File: src/rtl/multicycle_control_unit.sv
// Multi-cycle control unit: sequences each instruction through FETCH/EXEC/MEM/WB
// and drives datapath selects from the latched opcode, with IN/OUT/HALT handshakes.
module multicycle_control_unit #(
    parameter int OPCODE_W   = 6,
    parameter int ALU_W      = 4,
    parameter int PCSEL_W    = 3,
    parameter int IN_TIMEOUT = 0,
    parameter int TO_W       = 16
) (
    input  logic                clk,
    input  logic                reset,
    input  logic [OPCODE_W-1:0] opcode,
    input  logic                ready,
    input  logic                disp_ack,
    input  logic                resume,
    output logic                ir_load,
    output logic                pc_en,
    output logic                sreg,
    output logic                smux5,
    output logic                smux32,
    output logic [1:0]          smux16,
    output logic [PCSEL_W-1:0]  smuxPC,
    output logic [ALU_W-1:0]    salu,
    output logic                smem,
    output logic                smemtoreg,
    output logic                sdisplay,
    output logic                in_ack,
    output logic                halt,
    output logic                trap,
    output logic [1:0]          trap_cause
);

    typedef enum logic [2:0] {
        S_FETCH, S_EXEC, S_MEM, S_WB, S_IN_WAIT, S_OUT_WAIT, S_HALT, S_TRAP
    } state_t;

    localparam logic [5:0] OP_HALT  = 6'h15;
    localparam logic [5:0] OP_IN    = 6'h16;
    localparam logic [5:0] OP_OUT   = 6'h17;
    localparam logic [5:0] OP_LOAD  = 6'h18;
    localparam logic [5:0] OP_STORE = 6'h1D;

    state_t          state, nxt;
    logic [5:0]      op_q;
    logic [TO_W-1:0] cnt;
    logic            trap_q;
    logic [1:0]      cause_q;
    logic            timeout;
    logic [3:0]      alu4;
    logic [2:0]      pc3;

    // Only 0x00..0x1D are defined; any set bit above bit 5 is illegal.
    function automatic logic legal(input logic [OPCODE_W-1:0] op);
        return ((op >> 6) == '0) && (op[5:0] <= 6'h1D);
    endfunction

    assign timeout = (IN_TIMEOUT != 0) && (cnt == TO_W'(IN_TIMEOUT - 1));

    always_ff @(posedge clk) begin
        if (reset) state <= S_FETCH;
        else       state <= nxt;
    end

    always_comb begin
        nxt = state;
        case (state)
            S_FETCH: begin
                if (!legal(opcode))              nxt = S_TRAP;
                else if (opcode[5:0] == OP_IN)   nxt = S_IN_WAIT;
                else if (opcode[5:0] == OP_OUT)  nxt = S_OUT_WAIT;
                else if (opcode[5:0] == OP_HALT) nxt = S_HALT;
                else                             nxt = S_EXEC;
            end
            S_EXEC:     nxt = (op_q == OP_LOAD || op_q == OP_STORE) ? S_MEM : S_FETCH;
            S_MEM:      nxt = (op_q == OP_LOAD) ? S_WB : S_FETCH;
            S_WB:       nxt = S_FETCH;
            S_IN_WAIT: begin
                if (ready)        nxt = S_WB;
                else if (timeout) nxt = S_TRAP;
            end
            S_OUT_WAIT: if (disp_ack) nxt = S_FETCH;
            S_HALT:     if (resume)   nxt = S_FETCH;
            S_TRAP:     nxt = S_TRAP;
            default:    nxt = S_FETCH;
        endcase
    end

    // Opcode latch, IN wait counter and sticky trap record.
    always_ff @(posedge clk) begin
        if (reset) begin
            op_q    <= '0;
            cnt     <= '0;
            trap_q  <= 1'b0;
            cause_q <= 2'b00;
        end else begin
            if (state == S_FETCH) op_q <= opcode[5:0];
            cnt <= (state == S_IN_WAIT && !ready) ? cnt + TO_W'(1) : '0;
            if (state != S_TRAP && nxt == S_TRAP) begin
                trap_q  <= 1'b1;
                cause_q <= (state == S_IN_WAIT) ? 2'b10 : 2'b01;
            end
        end
    end

    always_comb begin
        ir_load    = 1'b0;
        pc_en      = 1'b0;
        sreg       = 1'b0;
        smux5      = 1'b0;
        smux32     = 1'b0;
        smux16     = 2'b00;
        smem       = 1'b0;
        smemtoreg  = 1'b0;
        sdisplay   = 1'b0;
        in_ack     = 1'b0;
        halt       = 1'b0;
        trap       = 1'b0;
        trap_cause = 2'b00;
        alu4       = 4'h0;
        pc3        = 3'd0;
        // While reset is held every output reads 0, including the trap record.
        if (!reset) begin
            trap       = trap_q;
            trap_cause = cause_q;
            case (state)
                S_FETCH: ir_load = 1'b1;
                S_EXEC: begin
                    pc_en  = 1'b1;
                    sreg   = op_q inside {[6'h01:6'h10], [6'h19:6'h1C]};
                    smux5  = op_q inside {6'h02, 6'h05, 6'h19, 6'h1A};
                    smux32 = smux5;
                    if (op_q == 6'h1A) smux16 = 2'b01;
                    case (op_q)
                        6'h03: alu4 = 4'h2;
                        6'h04, 6'h05, 6'h11, 6'h12: alu4 = 4'h1;
                        6'h06: alu4 = 4'h3;
                        6'h07: alu4 = 4'h4;
                        6'h08: alu4 = 4'h5;
                        6'h09: alu4 = 4'h6;
                        6'h0A: alu4 = 4'h7;
                        6'h0B: alu4 = 4'hF;
                        6'h0C: alu4 = 4'h8;
                        6'h0D: alu4 = 4'h9;
                        6'h0E: alu4 = 4'hA;
                        6'h0F: alu4 = 4'hC;
                        6'h10: alu4 = 4'hB;
                        6'h1B: alu4 = 4'hD;
                        6'h1C: alu4 = 4'hE;
                        default: alu4 = 4'h0;
                    endcase
                    case (op_q)
                        6'h11:   pc3 = 3'd1;
                        6'h12:   pc3 = 3'd2;
                        6'h13:   pc3 = 3'd3;
                        6'h14:   pc3 = 3'd4;
                        default: pc3 = 3'd0;
                    endcase
                end
                S_MEM: begin
                    smux5  = 1'b1;
                    smux32 = 1'b1;
                    smem   = (op_q == OP_STORE);
                end
                S_WB: begin
                    sreg   = 1'b1;
                    smux5  = 1'b1;
                    smux32 = 1'b1;
                    if (op_q == OP_IN) begin
                        smux16 = 2'b10;
                        in_ack = 1'b1;
                    end else begin
                        smemtoreg = 1'b1;
                    end
                end
                S_IN_WAIT:  halt = !ready;
                S_OUT_WAIT: begin
                    sdisplay = 1'b1;
                    pc_en    = disp_ack;
                end
                S_HALT: begin
                    halt  = !resume;
                    pc_en = resume;
                end
                S_TRAP:  halt = 1'b1;
                default: ;
            endcase
        end
    end

    assign salu   = ALU_W'(alu4);
    assign smuxPC = PCSEL_W'(pc3);

endmodule
File: config.mk
export PLATFORM = sky130hd
export DESIGN_NAME = multicycle_control_unit
export DESIGN_NICKNAME = d
export VERILOG_FILES = /design/src/rtl/multicycle_control_unit.sv
export SDC_FILE = /design/constraint.sdc
export NUM_CORES = 1
export LEC_CHECK = 0
export ABC_AREA = 1
export BUFFER_PORTS_ARGS = -buffer_cell sky130_fd_sc_hd__buf_2
export CAP_MARGIN = 20
export CORE_MARGIN = 2
export CORE_UTILIZATION = 50
export DETAILED_ROUTE_END_ITERATION = 12
export PLACE_DENSITY = 0.76
export SYNTH_ARGS = -nofsm -noshare
export SYNTH_HDL_FRONTEND = slang
export SYNTH_SLANG_ARGS = --single-unit
File: constraint.sdc
create_clock -name clk -period 1.9 [get_ports clk]
set_clock_uncertainty 0.05 [all_clocks]
set_input_delay 0.19 -clock clk [delete_from_list [all_inputs] [get_ports clk]]
set_output_delay 0.19 -clock clk [all_outputs]
set_load 0.02 [all_outputs]
==> run metrics <==
status complete, no violations; max cap viols 0; ant diodes 0; crit path DAT 1.59 ns; Area Overhead vs Synth 20.8%; Non-Filler Instances 284; core footprint 2430 um^2; WP buf/inv 3; worst hold-check path type in2reg; vias in the first global route approximately 1300; FF+latch area 324 um^2; initial antenna violation count 0; f_max ~0.55 GHz; DRC 0; Final Hold Viols 0; CTS tree done; Reg-to-Reg Start state[2]; CTS root buf clkbuf_4; Inst Count DP 279; worst setup margin approximately 0.072 ns; Pint roughly 1.1 mW; Startpoint Class flop; RSZ-0062 raised after global routing true; Clk pwr share 9.2%; Num Clock Sinks 16; commonest non-fill, non-tap cells in the layout nand2_1, nor2_1, inv_1; Port Buffers 32; clk_lat worst skew between 0.2 and 0.3 ns; P_sw 1.31 mW; largest net degree at the start of global routing 11; pwr/cell area 1600 nW/um^2; Die Width 54.4 um; Rows 18; Die H 54.4 um; slowest cell on the critical path dfxtp_1; leakage ~0.86 nW; number of I/O pins 33; area of the multi-input gates 777 um^2; min cycle time layout roughly 1.8 ns; CP endpoint kind output port; Mapped Cells 218; register share of total power 25.2%; max incr delay on CP 0.34 ns; Syn Nets 229; register area share after synthesis about a quarter; leading cell type in the layout, fill and taps excluded nand2_1; total grt overflow 0; antenna-violating nets left 0; 1st-iter DRT viols 13; Worst EP required 1.66 ns; Worst Setup Path Type reg2out; Distinct cells, synth 29; layout cell share with drive strength beyond 1 25.6%; worst vdd ir 1.04 mV; Hold Slack slightly above 0.2 ns; CP Capture Point sreg; FF+latch count, synth 16; Synth Cell Area 1270 um^2; setup violators final 0; HPWL after detailed placement 2.31 mm; clk slew on worst S/H paths roughly 0.1 ns; Max H-tree Level 1; Fillers 267; CTS buffer count 3; WL final roughly 3 mm; Nets 266; Final period util a little over nine tenths; DR pass1 iterations 4; final count of pins violating max slew 0; routed via count 1397; wire length of the first global-routing pass 5.17 mm; Routed wire per std cell 10.3 um; CTS Buffer Depth 2; final core area utilization 63.1%; routed vias/inst ~4.9; worst slew pin tran 0.350 ns; Slew headroom about three quarters; Die Area 2960 um^2; Worst Reg2Reg Path Length in Cells 8; family with the most delay on the worst path buffers and inverters; syn_area_per_cell 5.83 um^2; RePlAce Congestion 0.847; switching share of power about 53%; starting density of the core between 50 and 60%; FF-to-FF setup slack between 0.2 and 0.3 ns; Setup crit start op_q[2]; critical-path cell list inv_1 > nand2_1 > nor2_4 > buf_4 > nor3_1 > o31ai_1 > buf_2; TNS Setup 0 ns; Logic pwr share 65.6%; Synth Warn # 0; pre-CTS setup slack 0.264 ns; worst-path maximum fanout 4; critical path depth 7; GRT Overall Usage a little under a quarter; # hold bufs at CTS 0
==> power by group through the flow <==
stage	Sequential, mW	Clock (mW)	Combinational [mW]
2_1_floorplan	0.548	0	1.33
3_3_place_gp	0.616	0	1.54
3_5_place_dp	0.616	0	1.54
4_1_cts	0.609	0.228	1.56
5_1_grt	0.643	0.242	1.84
6_report	0.618	0.225	1.61
==> timing repair <==
item / in CTS / in global routing
buffers inserted: 0 / 1
pin swaps: 0 / 2
endpoints found under the setup margin: 2 / 8
gates resized for setup: 1 / 9
==> metrics by stage <==
stage          instance area [um^2]  power, mW
3_3_place_gp                   1460       2.16
2_1_floorplan                  1270       1.87
3_5_place_dp                   1460       2.15
6_report                       1530       2.45
5_1_grt                        1530       2.72
4_1_cts                        1490       2.40
==> kinds of logic (layout without fill, tap and decap cells) <==
| family | Yosys count | count (layout) | synth area share, % |
|---|---|---|---|
| and+or+nand+nor | 141 | 141 | 52.0 |
| buffers and inverters | 44 | 80 | 15.6 |
| AOI/OAI and AO/OA | 17 | 17 | 7.19 |
| DFF | 16 | 16 | 25.2 |
==> layer usage <==
metal / GRT usage (%) / up-vias / wire length, um / part of all wire (%)
met5: 0 / - / 0 / 0
met4: 4.58 / 0 / 13 / 0.44
met3: 4.92 / 2 / 166 / 5.7
met2: 42.4 / 33 / 1470 / 50
met1: 29.7 / 613 / 1280 / 44
li1: - / 749 / - / -
==> worst reg2reg max path, delay by kind of cell (launching register included) <==
kind            cells  cell delay [ns]
flops               1             0.54
buf+inv             1             0.15
simple gates        6             0.73
compound gates      1             0.06
==> synth_stat cells, drive strengths merged <==
cell	count	area, um^2
nand2	61	251
a31oi	1	6.26
dfxtp	16	320
nand4	4	25.0
nand3	19	110
clkinv	1	8.76
nand3b	1	7.51
a21oi	8	40.0
o31ai	1	7.51
nor2	45	198
clkbuf	1	3.75
o211ai	1	7.51
buf	4	37.5
nor3	9	56.3
inv	38	148
o21ai	6	30.0
nor4	1	6.26
or2	1	6.26
==> layout make-up <==
class,instances,area share (%)
repair buffers,37,13.2
flip-flops and latches,16,21.1
inverters,39,10.2
multi-input cells,158,50.7
clock buffers,4,2.37
well taps,30,2.45
==> worst min path at each step <==
stage | startpoint | end | slack [ns] | depth (start not counted)
finish | reset | op_q[5] | 0.20 | 4
global route | reset | op_q[5] | 0.21 | 4
CTS | reset | op_q[5] | 0.20 | 4
detailed placement | cause_q[1] | cause_q[1] | 0.39 | 2
global placement | cause_q[1] | cause_q[1] | 0.38 | 2
floorplan | reset | op_q[5] | 0.35 | 3
Power figures use the tool's default switching activity.
